### src/rtl/multicycle_control.sv
// rtl/multicycle_control.sv - multicycle CPU control FSM with retirement counter
// and sticky illegal-opcode flag; all controls are decoded combinationally from state.
module multicycle_control #(
  parameter logic [6:0] ALU_R     = 7'b0110011,
  parameter logic [6:0] ALU_I     = 7'b0010011,
  parameter logic [6:0] BRANCH_EQ = 7'b1100011,
  parameter logic [6:0] JUMP      = 7'b1101111,
  parameter logic [6:0] LOAD      = 7'b0000011,
  parameter logic [6:0] STORE     = 7'b0100011
) (
  input  logic        clk,
  input  logic        arst_n,
  input  logic        enable,
  input  logic [6:0]  opcode,
  input  logic        mem_ready,
  output logic        pc_write,
  output logic        ir_write,
  output logic        mem_read,
  output logic        mem_write,
  output logic        mem_2_reg,
  output logic        alu_src,
  output logic        reg_write,
  output logic        branch,
  output logic        jump,
  output logic [1:0]  alu_op,
  output logic        illegal,
  output logic [2:0]  state,
  output logic [31:0] retired
);

  localparam logic [2:0] S_IDLE   = 3'd0;
  localparam logic [2:0] S_FETCH  = 3'd1;
  localparam logic [2:0] S_DECODE = 3'd2;
  localparam logic [2:0] S_EXEC   = 3'd3;
  localparam logic [2:0] S_MEM    = 3'd4;
  localparam logic [2:0] S_WB     = 3'd5;
  localparam logic [2:0] S_ERROR  = 3'd6;

  logic [2:0]  state_q, state_d;
  logic [6:0]  op_q;
  logic        illegal_q;
  logic [31:0] retired_q;
  logic        retire;
  logic        opcode_ok;

  always_comb begin
    opcode_ok = (opcode == ALU_R) || (opcode == ALU_I) || (opcode == BRANCH_EQ) ||
                (opcode == JUMP)  || (opcode == LOAD)  || (opcode == STORE);
  end

  always_comb begin
    state_d = state_q;
    retire  = 1'b0;
    case (state_q)
      S_IDLE:   if (enable) state_d = S_FETCH;
      S_FETCH:  if (mem_ready) state_d = S_DECODE;
      S_DECODE: state_d = opcode_ok ? S_EXEC : S_ERROR;
      S_EXEC: begin
        if (op_q == ALU_R || op_q == ALU_I) state_d = S_WB;
        else if (op_q == LOAD || op_q == STORE) state_d = S_MEM;
        else if (op_q == BRANCH_EQ || op_q == JUMP) retire = 1'b1;
        else state_d = S_ERROR;
      end
      S_MEM: begin
        if (mem_ready) begin
          if (op_q == LOAD) state_d = S_WB;
          else retire = 1'b1;
        end
      end
      S_WB:    retire = 1'b1;
      S_ERROR: state_d = S_ERROR;
      default: state_d = S_IDLE;
    endcase
    // Enable only matters at retirement, so a mid-instruction drop lets it finish.
    if (retire) state_d = enable ? S_FETCH : S_IDLE;
  end

  always_ff @(posedge clk or negedge arst_n) begin
    if (!arst_n) begin
      state_q   <= S_IDLE;
      op_q      <= 7'd0;
      illegal_q <= 1'b0;
      retired_q <= 32'd0;
    end else begin
      state_q <= state_d;
      if (state_q == S_DECODE) begin
        op_q <= opcode;
        if (!opcode_ok) illegal_q <= 1'b1;
      end
      if (retire) retired_q <= retired_q + 32'd1;
    end
  end

  always_comb begin
    pc_write  = 1'b0;
    ir_write  = 1'b0;
    mem_read  = 1'b0;
    mem_write = 1'b0;
    mem_2_reg = 1'b0;
    alu_src   = 1'b0;
    reg_write = 1'b0;
    branch    = 1'b0;
    jump      = 1'b0;
    alu_op    = 2'b00;
    case (state_q)
      S_FETCH: begin
        mem_read = 1'b1;
        ir_write = mem_ready;
        pc_write = mem_ready;
      end
      S_EXEC: begin
        if (op_q == ALU_R) begin
          alu_op = 2'b10;
        end else if (op_q == ALU_I || op_q == LOAD || op_q == STORE) begin
          alu_src = 1'b1;
        end else if (op_q == BRANCH_EQ) begin
          alu_op = 2'b01;
          branch = 1'b1;
        end else if (op_q == JUMP) begin
          jump     = 1'b1;
          pc_write = 1'b1;
        end
      end
      S_MEM: begin
        mem_read  = (op_q == LOAD);
        mem_write = (op_q == STORE);
      end
      S_WB: begin
        reg_write = 1'b1;
        mem_2_reg = (op_q == LOAD);
      end
      default: ;
    endcase
  end

  assign state   = state_q;
  assign illegal = illegal_q;
  assign retired = retired_q;

endmodule

### config.mk
export PLATFORM = sky130hd
export DESIGN_NAME = multicycle_control
export DESIGN_NICKNAME = d
export VERILOG_FILES = /design/src/rtl/multicycle_control.sv
export SDC_FILE = /design/constraint.sdc
export NUM_CORES = 1
export LEC_CHECK = 0
export CAP_MARGIN = 0
export CORE_AREA = 3 3 63 76
export DETAILED_ROUTE_END_ITERATION = 10
export DIE_AREA = 0 0 66 79
export DONT_BUFFER_PORTS = 1
export GPL_ROUTABILITY_DRIVEN = 0
export PLACE_DENSITY = 0.75
export SLEW_MARGIN = 40
export SYNTH_ARGS = -nofsm -noshare
export SYNTH_HDL_FRONTEND = slang
export SYNTH_SLANG_ARGS = --single-unit
### constraint.sdc
create_clock -name clk -period 2.2 [get_ports clk]
set_clock_uncertainty 0.15 [all_clocks]
set_input_delay 0.22 -clock clk [delete_from_list [all_inputs] [get_ports clk]]
set_output_delay 0.22 -clock clk [all_outputs]
set_load 0.005 [all_outputs]
==> results <==
- Setup total negative slack on the finished layout was measured at 0 ns.
- The async set-or-reset flop fraction in the synthesized netlist is 1.00.
- The number of vias per cell is 5.74.
- The start-to-end type of the worst setup path is reg -> reg.
- Summed over all layers, the routed wires come to 4.88 mm.
- The filler cell count is 323.
- Leaving out fill and tap cells, the most frequent cell in the layout is dfrtp_1.
- The most used flip-flop cell after synthesis is dfrtp_1.
- The peak ir drop on the vdd network is 673 uV.
- The highest fanout seen on the critical path is 6.
- The area of the core region is 0.00404 sq mm.
- For this run, the register share of the synthesized area comes to 0.473.
- The most numerous cell on the critical path is or3_4.
- In this design, the stage delay of the slowest critical-path cell is 0.42 ns.
- The first global-routing pass estimated 8.20 mm of wire.
- The warning count from the yosys run is 0.
- Across every metal layer, demand over resource in global routing totals 0.205.
- The final count of negative-setup-slack endpoints is 0.
- Synthesis inferred 43 register bits.
- The critical path arrival is 2.16 ns.
- The post-synthesis instance total is 213.
- The element type at the critical path start is a register.
- For the pin with the worst max-slew slack, the measured transition is 0.432 ns.
- The library cells used most frequently in the layout, excluding fill and tap cells, are 43 x dfrtp_1, 23 x xor2_1, 14 x nand2_1.
- The required time of the critical path is 2.27 ns.
- Dividing total power by cell area gives a power density of 931 mW/mm^2.
- The post-layout instance area is 0.00266 sq mm.
- Walking the worst path, the cells encountered are or3_4, o211a_4, or3_4, buf_4, nand4_1, xnor2_1.
- In this run, the number of DRC markers left after iteration 0 of detailed routing was 62.
- The via count is 1666.
- The max-slew headroom at the worst pin is 0.711.
- In this run, distinct cell masters in the synthesized netlist total 50.
- The via count of the first global-routing pass is 1768.
- In this run the static leakage power is 1.22 nW.
- Max-cap violations in this run came to 0.
- The maximum clock frequency is 478 MHz.
- Of the cells placed in the final design, the portion with a size suffix greater than 1 is 0.191.
- The area growth from synthesis to layout is 16.9%.
- The global-route congestion overflow total is 0.
- The power after layout is 2.48 mW.
- The number of placed I/O pins is 58.
- The iteration count of the initial detailed-routing pass is 4.
- The die covers 0.00521 sq mm.
- After detailed placement, the total cell area comes to 0.00242 sq mm.
- Final hold analysis gives a worst-case slack of 0.0331 ns.
- The detailed-route DRC error count is 0.
- The number of antenna cells inserted is 0.
- Setup repair after global routing left no endpoint under its margin.
- The clock passes through at most 2 buffers.
- In this run the worst hold path is classified as in -> reg.
- After legalization and detailed placement, the total HPWL measured 3.54 mm.
- Of the total synthesized cell area, the portion taken by full adders, half adders and majority gates is 0.00549.
- After synthesis the cells add up to 0.00228 sq mm.
- The largest net degree at the start of global routing is 44.
- The net count after synthesis is 225.
- The CTS root buffer is clkbuf_8.
- The depth of the CTS H-tree is 2.
- The die is 66 um wide.
- The remaining antenna violation count after routing is 0.
- A synthesized cell averages 10.7 sq um.
- The average wire per standard cell is 16.8 um.
- The number of buffers added by the clock tree synthesis step is 5.
- The post-route minimum period is 2.09 ns.
- After clock tree synthesis, the clock-pin slew on the worst setup and hold paths is 0.08 ns.
- The clock drives 43 sinks.
- The starting utilization of the core area is 0.564.
- The number of rows created at floorplan is 25.
- The number of pins with negative max-slew slack in the final report is 0.
- The library cell contributing the largest single delay on the critical path is or3_4.
- TritonCTS built the clock tree.
- The post-synthesis compound-gate area fraction is 0.0621.
- The number of antenna violations at the first check in global routing was 0.
- Dividing the final minimum period by the clock period gives 0.951.
- The run finished with clean final reports.
- The count of flip-flops with a built-in enable after synthesis is 0.
- The combinational family with the most area after synthesis is simple AND/OR/NAND/NOR gates.
- The later pin in the worst-skew pair is clocked with a latency of 0.30 ns.
- The buffer count from post-CTS setup fixing is 0.
- Of the total synthesized cell area, the portion taken by XOR and XNOR cells is 0.123.
- In this run the tool buffered the top-level ports with 0 buffer cells.
- The number of hold violations in the final report is 0.
- The multiplexer share of the synthesized area is 0.0412.
- The die is 79 um tall.
- For this run, the post-layout net count is 247.
- Of the total synthesized cell area, the portion taken by AND, OR, NAND and NOR gates is 0.269.
- The critical path capture point type is a register.
[synth_stat cells, types with 2 or more instances]
cell / instances / share of area
a21oi_1: 4 / 0.0088
and2_1: 4 / 0.011
and3_1: 6 / 0.016
and4_1: 3 / 0.012
buf_2: 4 / 0.0088
buf_4: 2 / 0.0066
dfrtp_1: 43 / 0.47
inv_1: 3 / 0.0049
mux2_2: 7 / 0.035
nand2_1: 14 / 0.023
nand2b_1: 3 / 0.0082
nand3_1: 10 / 0.022
nand4_1: 8 / 0.022
nor2_1: 12 / 0.020
nor2b_1: 3 / 0.0082
nor3_1: 12 / 0.026
nor3b_1: 3 / 0.0099
nor3b_2: 2 / 0.011
nor4_1: 6 / 0.016
nor4b_1: 2 / 0.0077
o21ai_0: 3 / 0.0066
xnor2_1: 9 / 0.035
xor2_1: 23 / 0.088
[critical path, delay by kind of cell (launching register included)]
kind,cells,cell delay (ns)
and+or+nand+nor,3,0.89
DFF,1,0.40
AOI/OAI and AO/OA,1,0.28
buffers and inverters,1,0.18
xor gates and xnor gates,1,0.11
[power breakdown]
part | internal, mW | switching [mW]
sequential | 0.926 | 0.154
clock | 0.367 | 0.264
combinational | 0.392 | 0.374
[per-stage QoR]
stage	utilization	std cells	setup slack [ns]
after floorplan	-	213	0.122
after global placement	0.599	272	0.0823
after detailed placement	0.599	272	0.0484
after CTS	0.656	290	0.0302
after global routing	0.660	290	0.0196
final	0.660	290	0.108
[cells by family (layout without fill, tap and decap cells)]
| group | Yosys count | count (layout) |
|---|---|---|
| compound gates | 17 | 17 |
| mux | 8 | 8 |
| xor+xnor | 32 | 32 |
| buf+inv | 11 | 34 |
| simple gates | 101 | 101 |
| flops | 43 | 43 |
| fa+ha+maj | 1 | 1 |
[sequential cells by signal, summed over array words and instances, names as in the netlist]
register	count
illegal	1
op_q	7
retired	32
state	3
[final cells by class]
type / count / area (sq um) / area share
Clock buffer: 6 / 82.6 / 0.0310
Clock inverter: 2 / 35.0 / 0.0132
Tap cell: 54 / 67.6 / 0.0254
Inverter: 3 / 11.3 / 0.00423
Sequential cell: 43 / 1080 / 0.404
Timing Repair Buffer: 23 / 233 / 0.0874
Multi-Input combinational cell: 159 / 1160 / 0.434
[path summary, 6_finish.rpt]
kind,startpoint,end,slack (ns),cells after the start
max,op_q[6]$_DFFE_PN0P_,retired[6]$_DFFE_PN0P_,0.11,6
min,mem_ready,state[0]$_DFFE_PN0P_,0.03,3
max reg2reg,op_q[6]$_DFFE_PN0P_,retired[6]$_DFFE_PN0P_,0.11,6
min reg2reg,retired[31]$_DFFE_PN0P_,retired[31]$_DFFE_PN0P_,0.34,1
max in group asynchronous,arst_n,retired[31]$_DFFE_PN0P_,1.45,2
min in group asynchronous,arst_n,retired[23]$_DFFE_PN0P_,0.24,2
[metal layers]
metal  track usage  routed length (um)
met3        0.0693                 332
met2         0.365                2580
met1         0.221                1880
met4        0.0732                  82
met5             0                   0
[timing repair]
item                       CTS  global route
gates resized for setup      0             3
setup endpoints to repair    0             7
hold endpoints to repair    51             0
hold buffers                10             0
(Power assumes the default switching activity.)
